## config.mk

```make
export PLATFORM = sky130hd
export DESIGN_NAME = axil_mil_reg_bridge
export DESIGN_NICKNAME = d
export VERILOG_FILES = /design/src/rtl/axil_mil_pkg.sv /design/src/rtl/axil_mil_rr_arb.sv /design/src/rtl/axil_mil_reg_bridge.sv
export SDC_FILE = /design/constraint.sdc
export NUM_CORES = 1
export LEC_CHECK = 0
export CORE_MARGIN = 1
export CORE_UTILIZATION = 41
export CTS_CLUSTER_DIAMETER = 120
export DETAILED_ROUTE_END_ITERATION = 12
export GPL_TIMING_DRIVEN = 0
export MAX_ROUTING_LAYER = met4
export PLACE_DENSITY = 0.86
export SYNTH_ARGS = -nofsm -noshare
export SYNTH_HDL_FRONTEND = slang
export SYNTH_SLANG_ARGS = --single-unit
```

## constraint.sdc

```tcl
create_clock -name clk -period 3.88 [get_ports clk]
set_input_delay 0.776 -clock clk [delete_from_list [all_inputs] [get_ports clk]]
set_output_delay 0.776 -clock clk [all_outputs]
set_load 0.1 [all_outputs]
```

## src/rtl/axil_mil_pkg.sv

```systemverilog
// axil_mil_pkg
//   Shared types for the AXI-Lite to register-bus bridge: response codes,
//   the bridge FSM state encoding and the captured register request.
//   The request struct is sized for the largest supported configuration
//   (64-bit address/data). Users take the low bits they need.

package axil_mil_pkg;

    localparam logic [1:0] RESP_OKAY   = 2'b00;
    localparam logic [1:0] RESP_SLVERR = 2'b10;
    localparam logic [1:0] RESP_DECERR = 2'b11;

    typedef enum logic [1:0] {
        IDLE  = 2'd0,
        REQ   = 2'd1,
        WRESP = 2'd2,
        RRESP = 2'd3
    } state_t;

    typedef struct packed {
        logic        wr;
        logic [63:0] addr;
        logic [63:0] wdata;
        logic [7:0]  wstrb;
    } reg_req_t;

endpackage

```

## src/rtl/axil_mil_rr_arb.sv

```systemverilog
// axil_mil_rr_arb
//   Two-requester round-robin arbiter with a one-hot grant.
//   Requester 0 is the write path and requester 1 is the read path.
//   After reset the pointer favours requester 0. On every taken grant it
//   moves to the requester that was not granted.
// Ports
//   clk, rst  clock and synchronous active-high reset
//   req       request vector, bit 0 = write, bit 1 = read
//   advance   grant is being consumed this cycle
//   gnt       one-hot grant, combinational from req and the pointer

module axil_mil_rr_arb
    import axil_mil_pkg::*;
(
    input  logic       clk,
    input  logic       rst,
    input  logic [1:0] req,
    input  logic       advance,
    output logic [1:0] gnt
);

    logic ptr_q;

    always_comb begin
        gnt = 2'b00;
        if (req[0] && req[1]) begin
            gnt = ptr_q ? 2'b10 : 2'b01;
        end else begin
            gnt = req;
        end
    end

    always_ff @(posedge clk) begin
        if (rst) begin
            ptr_q <= 1'b0;
        end else if (advance && (gnt != 2'b00)) begin
            ptr_q <= gnt[0];
        end
    end

endmodule

```

## src/rtl/axil_mil_reg_bridge.sv

```systemverilog
// axil_mil_reg_bridge
//   AXI4-Lite slave that turns each transaction into one outstanding request
//   on a simple register bus. It arbitrates reads against writes, decodes
//   out-of-range addresses and applies a bus timeout.
// Ports
//   clk, rst                     clock, synchronous active-high reset
//   aw*/w*/b*/ar*/r*             AXI-Lite slave channels (awprot/arprot unused)
//   reg_req_valid/wr/addr/
//   wdata/wstrb                  register request, held stable while valid
//   reg_ack/reg_err/reg_rdata    completion from the register target
//
// state | meaning
// IDLE  | ready for a grant (except the first cycle after a response)
// REQ   | register request outstanding, timeout counter running
// WRESP | write response held until bready
// RRESP | read response held until rready

module axil_mil_reg_bridge
    import axil_mil_pkg::*;
#(
    parameter int AW        = 32,
    parameter int DW        = 32,
    parameter int REG_AW    = 16,
    parameter int TO_CYCLES = 255
) (
    input  logic              clk,
    input  logic              rst,
    input  logic              awvalid,
    output logic              awready,
    input  logic [AW-1:0]     awaddr,
    input  logic [2:0]        awprot,
    input  logic              wvalid,
    output logic              wready,
    input  logic [DW-1:0]     wdata,
    input  logic [DW/8-1:0]   wstrb,
    output logic              bvalid,
    input  logic              bready,
    output logic [1:0]        bresp,
    input  logic              arvalid,
    output logic              arready,
    input  logic [AW-1:0]     araddr,
    input  logic [2:0]        arprot,
    output logic              rvalid,
    input  logic              rready,
    output logic [DW-1:0]     rdata,
    output logic [1:0]        rresp,
    output logic              reg_req_valid,
    output logic              reg_req_wr,
    output logic [REG_AW-1:0] reg_req_addr,
    output logic [DW-1:0]     reg_req_wdata,
    output logic [DW/8-1:0]   reg_req_wstrb,
    input  logic              reg_ack,
    input  logic              reg_err,
    input  logic [DW-1:0]     reg_rdata
);

    localparam int CW = $clog2(TO_CYCLES + 1);

    state_t          state_q, state_d;
    reg_req_t        req_q, req_d;
    logic [CW-1:0]   cnt_q, cnt_d;
    logic [1:0]      bresp_q, bresp_d;
    logic [1:0]      rresp_q, rresp_d;
    logic [DW-1:0]   rdata_q, rdata_d;
    logic            hold_q, hold_d;
    logic            grant_en;
    logic [1:0]      arb_req;
    logic [1:0]      gnt;
    logic            aw_dec_err, ar_dec_err;
    logic            unused_bits;

    generate
        if (REG_AW < AW) begin : g_decode
            assign aw_dec_err = |awaddr[AW-1:REG_AW];
            assign ar_dec_err = |araddr[AW-1:REG_AW];
        end else begin : g_no_decode
            assign aw_dec_err = 1'b0;
            assign ar_dec_err = 1'b0;
        end
    endgenerate

    // hold_q keeps ready low for the first IDLE cycle after a response.
    // This gives the four-cycle minimum transaction period.
    assign grant_en = (state_q == IDLE) && !hold_q;
    assign arb_req  = grant_en ? {arvalid, awvalid & wvalid} : 2'b00;

    axil_mil_rr_arb u_arb (
        .clk     (clk),
        .rst     (rst),
        .req     (arb_req),
        .advance (grant_en),
        .gnt     (gnt)
    );

    assign awready       = gnt[0];
    assign wready        = gnt[0];
    assign arready       = gnt[1];
    assign bvalid        = (state_q == WRESP);
    assign rvalid        = (state_q == RRESP);
    assign bresp         = bresp_q;
    assign rresp         = rresp_q;
    assign rdata         = rdata_q;
    assign reg_req_valid = (state_q == REQ);
    assign reg_req_wr    = req_q.wr;
    assign reg_req_addr  = req_q.addr[REG_AW-1:0];
    assign reg_req_wdata = req_q.wdata[DW-1:0];
    assign reg_req_wstrb = req_q.wstrb[DW/8-1:0];

    assign unused_bits = ^{awprot, arprot, req_q.addr, req_q.wdata, req_q.wstrb};

    always_comb begin
        state_d = state_q;
        req_d   = req_q;
        cnt_d   = cnt_q;
        bresp_d = bresp_q;
        rresp_d = rresp_q;
        rdata_d = rdata_q;
        hold_d  = 1'b0;
        case (state_q)
            IDLE: begin
                cnt_d = '0;
                if (gnt[0]) begin
                    req_d.wr    = 1'b1;
                    req_d.addr  = 64'(awaddr[REG_AW-1:0]);
                    req_d.wdata = 64'(wdata);
                    req_d.wstrb = 8'(wstrb);
                    if (aw_dec_err) begin
                        bresp_d = RESP_DECERR;
                        state_d = WRESP;
                    end else begin
                        state_d = REQ;
                    end
                end else if (gnt[1]) begin
                    req_d.wr    = 1'b0;
                    req_d.addr  = 64'(araddr[REG_AW-1:0]);
                    req_d.wdata = '0;
                    req_d.wstrb = '0;
                    if (ar_dec_err) begin
                        rresp_d = RESP_DECERR;
                        rdata_d = '0;
                        state_d = RRESP;
                    end else begin
                        state_d = REQ;
                    end
                end
            end
            REQ: begin
                // An ack on the terminal count still wins over the timeout.
                if (reg_ack) begin
                    if (req_q.wr) begin
                        bresp_d = reg_err ? RESP_SLVERR : RESP_OKAY;
                        state_d = WRESP;
                    end else begin
                        rresp_d = reg_err ? RESP_SLVERR : RESP_OKAY;
                        rdata_d = reg_err ? '0 : reg_rdata;
                        state_d = RRESP;
                    end
                end else if (cnt_q == CW'(TO_CYCLES - 1)) begin
                    if (req_q.wr) begin
                        bresp_d = RESP_SLVERR;
                        state_d = WRESP;
                    end else begin
                        rresp_d = RESP_SLVERR;
                        rdata_d = '0;
                        state_d = RRESP;
                    end
                end else begin
                    cnt_d = cnt_q + 1'b1;
                end
            end
            WRESP: begin
                if (bready) begin
                    state_d = IDLE;
                    hold_d  = 1'b1;
                end
            end
            RRESP: begin
                if (rready) begin
                    state_d = IDLE;
                    hold_d  = 1'b1;
                end
            end
            default: state_d = IDLE;
        endcase
    end

    always_ff @(posedge clk) begin
        if (rst) begin
            state_q <= IDLE;
            req_q   <= '0;
            cnt_q   <= '0;
            bresp_q <= RESP_OKAY;
            rresp_q <= RESP_OKAY;
            rdata_q <= '0;
            hold_q  <= 1'b0;
        end else begin
            state_q <= state_d;
            req_q   <= req_d;
            cnt_q   <= cnt_d;
            bresp_q <= bresp_d;
            rresp_q <= rresp_d;
            rdata_q <= rdata_d;
            hold_q  <= hold_d;
        end
    end

endmodule

```

-- Word level (Yosys, flattened, before mapping)
Index checks and enable logic that the tools add are counted.
Widths: inputs -> output; s select.
- flip-flop bits (word level): 101
- input bits: 147
- output and inout port bits: 95
- logic and storage cells: 90
- add/subtract/negate cells: 1
- equality and inequality tests: 17
- mux-type cells: 46
- bitwise operators: 1
- reduce and logical (&&, ||, !) cells: 14
- operators by type and width (operator ; number):
    $mux 137 ; 2
    $mux 32 ; 8
    $pmux 32 s2 ; 1
    $mux 2 ; 25
    $reduce_or 16->1 ; 2
    $mux 8 ; 2
    $pmux 8 s2 ; 1
    $ne 2x2->1 const B ; 6
    $ne 2x1->1 const B ; 5
    $add 8x1->8 const B ; 1
    $eq 8x8->1 const B ; 1
    $pmux 2 s2 ; 2
    $pmux 2 s4 ; 1
    $ne 3x1->1 const B ; 2
    $reduce_and 6->1 ; 1
    $reduce_and 5->1 ; 1
    $eq 2x2->1 const B ; 2
    $reduce_and 4->1 ; 1
    $reduce_bool 2->1 ; 2
    $logic_and 1x1->1 ; 3
    $mux 1 ; 3
    $reduce_and 3->1 ; 1
    $eq 2x1->1 const B ; 1
    $logic_not 2->1 ; 1
    other kinds (4) ; 4

-- Logic depth before layout (Yosys ltp)
Gate-level depths: netlist of run 1.
- depth in word-level cells: 8
- mapped depth: 8
- gate-level depth less buffers: 7

-- Hierarchy
From an unflattened synthesis of run 1, not the netlist that was laid out.
- cells, all modules: 457
- area, all modules: 4444.3 sq um
- modules (own cells, without submodules) (module ; times used ; cells an instance ; area each (sq um) ; sequential area each (sq um)):
    axil_mil_reg_bridge ; 1 ; 450 ; 4379.2 ; 2001.9
    axil_mil_rr_arb ; 1 ; 7 ; 65.1 ; 20.0

-- Least setup slack after synthesis of run 1
OpenSTA, ideal clock, no wires.
- kind: register to output
- start: reg state_q[1]
- end: out bvalid
- arrival: 2112 ps
- required time: 3104 ps
- setup slack: 992 ps
- stages on the path, launching flop included: 4
- path buffers: 2
- cells stage by stage: dfxtp_1 buf_6 clkbuf_1 nor2b_1
- cells in the longest elaborated chain, start to end: 1
- RTL lines (item ; line ; RTL):
    from (decl) ; axil_mil_reg_bridge.sv:59 ; state_t state_q, state_d;
    from (signal assigned) ; axil_mil_reg_bridge.sv:197 ; state_q <= state_d;
    $eq 2x2->1 ; axil_mil_reg_bridge.sv:98 ; assign bvalid = (state_q == WRESP);
    to (decl) ; axil_mil_reg_bridge.sv:36 ; output logic bvalid,
Every way passes these cells.

-- Worst setup path after layout of run 1
- start: in arvalid
- end: out arready
- cells in the longest elaborated chain, start to end: 3
- RTL lines (item ; line ; RTL):
    from (decl) ; axil_mil_reg_bridge.sv:39 ; input logic arvalid,
    $mux 2 (*) ; axil_mil_reg_bridge.sv:85 ; assign arb_req = grant_en ? {arvalid, awvalid & wvalid} : 2'b00;
    $logic_and 1x1->1 ; axil_mil_rr_arb.sv:26 ; if (req[0] && req[1]) begin
    $mux 2 (*) ; axil_mil_rr_arb.sv:26 ;
    to (decl) ; axil_mil_reg_bridge.sv:40 ; output logic arready,
Every way passes the cells marked *; elsewhere a longest branch is shown, timed or not.

==> flow_metrics.py, run 1 <==
metrics = {
    "cts": {
        "htreeDepth": 3,
        "clkSlewWorstSetupHoldPaths_ns": 0.10,
        "insertion_delay_ns": 0.36,
        "ctsHoldBuffers": 0,
        "clock_path_buffers": 2,
        "cts.sinks": 101,
        "cts_root_buf": "clkbuf_8",
        "cts_tree": "yes",
        "cts_resized": 2,
        "cts_buffers": 9,
        "post_cts_buffers": 0,
    },
    "logic_synthesis": {
        "syn_area_per_cell_sq_um": 9.02,
        "synth_flop_cell": "dfxtp_1",
        "synthCells": 461,
        "ys_warn_count": 0,
        "synth_nets": 610,
        "yosysUniqueCellTypes": 51,
        "synthArstFlopShare_pct": 0,
        "netlist_area_sq_mm": 0.00416,
        "ys_seq_area_share_pct": 48.6,
        "synth_edf_count": 0,
        "yosys_register_bits": 101,
    },
    "setup_path": {
        "worst_path_most_repeated_cell": "clkdlybuf4s50_1",
        "worstPathArrival_ns": 3.00,
        "cp_max_fo": 4,
        "crit_chain": "clkdlybuf4s50_1, nor4b_4, o21ai_1, inv_1, clkdlybuf4s50_1",
        "startpoint_type": "primary input",
        "worst_path_max_delay_cell": "clkdlybuf4s50_1",
        "cp_data_required_time_ns": 3.10,
        "criticalPathCategory": "in2out",
        "worstSetupEndpointType": "output port",
        "critPathMaxStageDelay_ns": 1.15,
    },
    "global_routing": {
        "overflow": 0,
        "grt.total_usage_pct": 25.8,
        "antenna_found_initial": 0,
        "first_global_vias": 4230,
        "grt_max_degree": 19,
        "grt_pass1_wl_um": 20200,
    },
    "pwr": {
        "p_clk_share_pct": 15.7,
        "intPower_mw": 2.09,
        "leakagePower_nw": 2.48,
        "p_switching_mw": 2.06,
        "combPwrFrac_pct": 54.2,
        "power_density_mw_per_mm2": 605,
        "vdd_drop_max_v": 0.000556,
        "p_seq_share_pct": 30.0,
        "swShare_pct": 49.7,
    },
    "timing": {
        "rsz0062_at_grt": "no",
        "max_freq_ghz": 0.265,
        "relSlewSlack_pct": 29.2,
        "finalMaxSlewViolations": 0,
        "finalHoldViolCount": 0,
        "worstMarginPinSlew_ns": 1.06,
        "worst_slack_ns": 0.100,
        "fin_crit_ns": 3.78,
        "skew_ns": 0.0140,
        "setup_viol": 0,
        "finalCritPeriodShare_pct": 97.4,
    },
    "route": {
        "drt-pass1-iter-count": 5,
        "wl_per_cell_um": 16.0,
        "routed_wl_um": 13500,
        "route.detailed.drc": 0,
        "via_count": 4395,
        "via_per_inst": 5.21,
        "drtIter0Drc": 145,
        "ant_nets": 0,
    },
    "status": {
        "status": "completed",
    },
    "place": {
        "dpl_cell_area_sq_mm": 0.00667,
        "dp_hpwl_um": 10700,
        "preCtsSetupSlack_ns": -0.155,
        "port_buffers": 234,
        "gp_congestion": 0.796,
        "placed_cells": 828,
    },
    "hold_path": {
        "worstHoldPathType": "reg2reg",
    },
    "final_layout": {
        "antenna_cells": 0,
        "areaGrowthSynthToFinish_pct": 64.9,
        "final_area_sq_mm": 0.00686,
        "fin_cells": 844,
        "post-route-util_pct": 69.8,
        "final_nets": 855,
        "drive_gt1_share_pct": 7.31,
    },
    "floorplan": {
        "start_util_pct": 42.3,
        "row_count": 36,
        "io_pins": 242,
        "die_area_sq_mm": 0.0105,
        "dieWidth_um": 103,
        "core-area_sq_mm": 0.00982,
        "die_h_um": 103,
    },
    "flow_run": {
        "drv_cap": 0,
    },
}
flip-flops by register name, indices dropped and copies added, names as in the netlist:
register       cells
bresp              2
cnt_q              8
hold_q             1
rdata             32
reg_req_addr      16
reg_req_wdata     32
reg_req_wr         1
reg_req_wstrb      4
rresp              2
state_q            2
u_arb.ptr_q        1
synth_stat cells, drive strengths merged (4+ instances only):
| library cell | number | area, sq um |
|---|---|---|
| inv | 7 | 26.3 |
| nand4 | 4 | 40.0 |
| a21oi | 43 | 215 |
| nor4 | 9 | 56.3 |
| a211oi | 16 | 120 |
| a22oi | 36 | 270 |
| clkbuf | 20 | 75.1 |
| nand2 | 44 | 168 |
| buf | 19 | 159 |
| nor2 | 63 | 236 |
| dfxtp | 101 | 2020 |
| nand2b | 4 | 25.0 |
| o21ai | 5 | 25.0 |
| mux2i | 16 | 160 |
| nand3 | 34 | 170 |
| nor3 | 4 | 36.3 |
metal layers:
metal	vias up	GRT usage, %	wire [um]
met3	18	5.15	946
met1	2054	27.7	5310
met5	-	-	0
met2	185	47.7	7060
met4	0	7.25	199
li1	2138	-	-
final cells by class:
class,count,area [sq um]
Tap cell,133,166
Fill cell,771,2960
Multi-Input combinational cell,314,1880
Timing Repair Buffer,234,2340
Clock inverter,6,53.8
Buffer,39,234
Sequential cell,101,2020
Clock buffer,10,138
Inverter,7,26.3
cells by family (layout without fill, tap and decap cells):
group,after synthesis,in the layout,synth area share [%]
mux,17,17,4.12
xor+xnor,4,4,0.843
buf+inv,46,296,6.26
flops,101,101,48.6
fa+ha+maj,2,2,0.602
compound gates,116,116,19.2
simple gates,175,175,20.3
through the flow:
| stage | hold WS, ns | total power, mW | setup TNS (ns) |
|---|---|---|---|
| floorplan | 0.483 | 2.92 | 0 |
| global placement | 0.436 | 3.49 | -0.159 |
| detailed placement | 0.442 | 3.52 | -0.225 |
| CTS | 0.457 | 4.17 | 0 |
| global route | 0.469 | 4.33 | 0 |
| finish | 0.456 | 4.15 | 0 |
worst max-delay path, delay by kind of cell:
kind	cells	cell delay [ns]
AND/OR/NAND/NOR	1	0.22
buffers and inverters	3	1.76
AO/OA/AOI/OAI	1	0.23
layout by cell type, fill, tap and decap left out, types with 2 or more instances in the layout:
cell / n
a211oi_1: 16
a21oi_1: 43
a22oi_1: 36
a31o_2: 2
a41oi_1: 2
buf_2: 6
buf_4: 7
buf_6: 5
clkbuf_1: 20
clkbuf_8: 10
clkdlybuf4s50_1: 232
dfxtp_1: 101
dlygate4sd2_1: 2
ha_1: 2
inv_1: 5
inv_2: 2
inv_6: 3
mux2i_1: 16
nand2_1: 43
nand2b_1: 4
nand3_1: 34
nand4_1: 3
nor2_1: 63
nor2b_1: 3
nor3_1: 2
nor4_1: 9
o21ai_0: 4
o22ai_1: 2
or2_2: 2
or3_1: 2
xnor2_1: 3
path summary, 6_finish.rpt:
path | slack [ns] | startpoint | to | cells past startpoint
worst max-delay path | 0.1 | arvalid | arready | 5
worst min register to register | 0.46 | rdata[4]$_SDFFE_PP0P_ | rdata[4]$_SDFFE_PP0P_ | 2
worst max register to register | 1.90 | cnt_q[0]$_SDFFE_PP0P_ | rdata[18]$_SDFFE_PP0P_ | 7
worst min-delay path | 0.46 | rdata[4]$_SDFFE_PP0P_ | rdata[4]$_SDFFE_PP0P_ | 2
power by group through the flow:
stage	clock, mW	combinational [mW]	sequential [mW]
2_1_floorplan	0	0.824	2.10
3_3_place_gp	0	2.23	1.26
3_5_place_dp	0	2.25	1.27
4_1_cts	0.666	2.26	1.24
5_1_grt	0.702	2.37	1.26
6_report	0.653	2.25	1.25
(Power assumes the default switching activity.)
==> run 2: changes to the inputs <==
--- a/config.mk
+++ b/config.mk
@@ -5,8 +5,9 @@
 export SDC_FILE = /design/constraint.sdc
 export NUM_CORES = 1
 export LEC_CHECK = 0
+export ABC_AREA = 1
 export CORE_MARGIN = 1
-export CORE_UTILIZATION = 41
+export CORE_UTILIZATION = 43
 export CTS_CLUSTER_DIAMETER = 120
 export DETAILED_ROUTE_END_ITERATION = 12
 export GPL_TIMING_DRIVEN = 0
==> run 2 against run 1 <==
  * Cell count grew 27%
  * Clock-buffer cell count is 1 lower
  * Die area rose by 7.6%
  * Critical path depth grew 2
  * Global-route usage rose by 0.55 points
  * Highest routed layer unchanged
==> flow_metrics.py, run 2 <==
metrics = {
    "status": {
        "status": "completed",
    },
    "timing": {
        "worstMarginPinSlew_ns": 1.04,
        "skew_ns": 0.0123,
        "fin_crit_ns": 3.72,
        "finalCritPeriodShare_pct": 95.9,
        "rsz0062_at_grt": "no",
        "max_freq_ghz": 0.269,
        "finalMaxSlewViolations": 0,
        "finalHoldViolCount": 0,
        "setup_tns_ns": 0,
        "setup_viol": 0,
        "relSlewSlack_pct": 30.7,
    },
    "global_routing": {
        "grt_max_degree": 20,
        "antenna_found_initial": 0,
        "first_global_vias": 5014,
        "grt.total_usage_pct": 26.3,
        "overflow": 0,
        "grt_pass1_wl_um": 23000,
    },
    "setup_path": {
        "startpoint_type": "primary input",
        "worstPathArrival_ns": 2.95,
        "reg2reg_to": "rdata[13]$_SDFFE_PP0P_",
        "cp_max_fo": 11,
        "cp_data_required_time_ns": 3.10,
        "worstSetupEndpointType": "output port",
        "r2r-start": "cnt_q[0]$_SDFFE_PP0P_",
        "cp-endpoint": "awready",
        "criticalPathCategory": "in2out",
        "worstRegToRegCells": 12,
        "rrSetupSlack_ns": 2.07,
        "worstSetupStartpoint": "wvalid",
    },
    "cts": {
        "insertion_delay_ns": 0.37,
        "cts_root_buf": "clkbuf_8",
        "cts_resized": 2,
        "clkSlewWorstSetupHoldPaths_ns": 0.10,
        "post_cts_buffers": 0,
        "clock_path_buffers": 2,
        "cts_buffers": 9,
        "cts.sinks": 101,
        "htreeDepth": 3,
        "cts_tree": "yes",
        "ctsHoldBuffers": 0,
    },
    "final_layout": {
        "regArea_sq_mm": 0.00202,
        "final_area_sq_mm": 0.00745,
        "post-route-util_pct": 71.2,
        "fill_cells": 904,
        "areaGrowthSynthToFinish_pct": 58.5,
        "multi_input_area_sq_mm": 0.00219,
        "layout_commonest_cell": "nand2_1",
        "antenna_cells": 0,
        "final_cell_mix": "nand2_1, clkdlybuf4s50_1, dfxtp_1",
        "final_nets": 1080,
        "fin_cells": 1072,
        "drive_gt1_share_pct": 7.69,
    },
    "place": {
        "port_buffers": 234,
        "dp_hpwl_um": 10900,
        "dpl_cell_area_sq_mm": 0.00721,
        "gp_congestion": 0.923,
        "placed_cells": 1056,
    },
    "floorplan": {
        "die_h_um": 107,
        "dieWidth_um": 107,
        "io_pins": 242,
        "core-area_sq_mm": 0.0105,
        "start_util_pct": 44.9,
        "row_count": 37,
        "die_area_sq_mm": 0.0113,
    },
    "logic_synthesis": {
        "synth_area_leaders": "dfxtp_1, nand2_1, nand3_1",
        "synth_xor_area_share_pct": 0.559,
        "netlist_area_sq_mm": 0.00470,
        "synth_top_family_by_area": "simple AND/OR/NAND/NOR gates",
        "yosys.area_share.simple_pct": 36.7,
        "ys_warn_count": 0,
        "yosysUniqueCellTypes": 31,
        "synth_common_cells": "nand2_1, dfxtp_1, nor2_1",
        "synth_adder_area_share_pct": 0.533,
        "synthCells": 686,
        "synthArstFlopShare_pct": 0,
        "yosysMostFrequentCell": "nand2_1",
        "synth_top_area_cell": "dfxtp_1",
        "synthMuxAreaShare_pct": 0,
        "syn_area_per_cell_sq_um": 6.85,
        "yosys_register_bits": 101,
        "synth_compound_area_share_pct": 8.81,
        "synth_edf_count": 0,
        "synth_nets": 835,
        "synth_flop_cell": "dfxtp_1",
        "ys_seq_area_share_pct": 43.0,
        "synth_top_area_share_pct": 43.0,
    },
    "flow_run": {
        "drv_cap": 0,
    },
    "pwr": {
        "vdd_drop_max_v": 0.000541,
        "leakagePower_nw": 3.13,
        "power_density_mw_per_mm2": 812,
    },
    "route": {
        "via_per_inst": 4.74,
        "drt-pass1-iter-count": 4,
        "via_count": 5077,
        "ant_nets": 0,
        "drtIter0Drc": 291,
        "wl_per_cell_um": 13.4,
        "route.detailed.drc": 0,
        "routed_wl_um": 14300,
    },
    "hold_path": {
        "worstHoldPathType": "reg2reg",
    },
}
==> run 2: cell count changes after synthesis, moves of 8 or more <==
cell and delta:
o211ai_1 +15, inv_1 +63, mux2i_1 -16, nand3_1 +26
nand2_2 +13, a22oi_1 -36, buf_2 +10, nor4_1 -9
nor2_1 +8, a211oi_1 -16, nand2_1 +190
==> run 2: worst min path at each step <==
| stage | from | endpoint | slack [ns] | cells after the start |
|---|---|---|---|---|
| floorplan | u_arb.ptr_q$_SDFFE_PP0P_ | u_arb.ptr_q$_SDFFE_PP0P_ | 0.45 | 2 |
| CTS | rresp[0]$_SDFFE_PP0P_ | rresp[0]$_SDFFE_PP0P_ | 0.46 | 2 |
| detailed placement | rresp[0]$_SDFFE_PP0P_ | rresp[0]$_SDFFE_PP0P_ | 0.45 | 2 |
| global route | reg_req_wdata[13]$_SDFFE_PP0P_ | reg_req_wdata[13]$_SDFFE_PP0P_ | 0.49 | 2 |
| global placement | rresp[0]$_SDFFE_PP0P_ | rresp[0]$_SDFFE_PP0P_ | 0.43 | 2 |
| finish | rresp[0]$_SDFFE_PP0P_ | rresp[0]$_SDFFE_PP0P_ | 0.46 | 2 |
==> run 2: report_power, final <==
part / switching, mW / internal, mW / total, mW
Sequential: 0.146 / 1.30 / 1.44
Combinational: 2.84 / 0.962 / 3.80
Clock: 0.416 / 0.383 / 0.798
Total: 3.40 / 2.64 / 6.04
==> run 2: cell type report <==
type	instances	share of cell area [%]
Inverter	72	3.66
Sequential cell	101	27.2
Buffer	38	2.89
Clock inverter	7	1.58
Timing Repair Buffer	234	31.4
Tap cell	136	2.29
Multi-Input combinational cell	475	29.4
Clock buffer	9	1.66
==> run 2: critical path: stages <==
cell and delay, ns:
clkdlybuf4s50_1 0.46, nand2_1 0.06, inv_1 0.11, nand4_4 0.18
inv_2 0.22, buf_2 0.25, dlygate4sd2_1 0.88
==> run 2: per-stage QoR <==
step           total power [mW]  worst slack (ns)  hold slack (ns)
3_5_place_dp               5.27            -0.245            0.451
4_1_cts                    6.07            0.0277            0.461
5_1_grt                    6.35            0.0121            0.488
3_3_place_gp               5.23            -0.192            0.434
2_1_floorplan              4.35             0.999            0.454
6_report                   6.04             0.158            0.462
==> run 2: layer usage <==
layer  GRT usage (%)  vias up  share of wire, %
met5               -        -                 0
met4            8.22        0               1.9
met3            7.11       18               7.9
met2            44.7      175                48
met1            30.3     2263                42
li1                -     2621                 -
==> run 2: kinds of logic after synthesis <==
group                      Yosys count
DFF                                101
AOI/OAI and AO/OA                   73
adders and majority gates            2
xor gates and xnor gates             3
buffers and inverters              110
and+or+nand+nor                    397
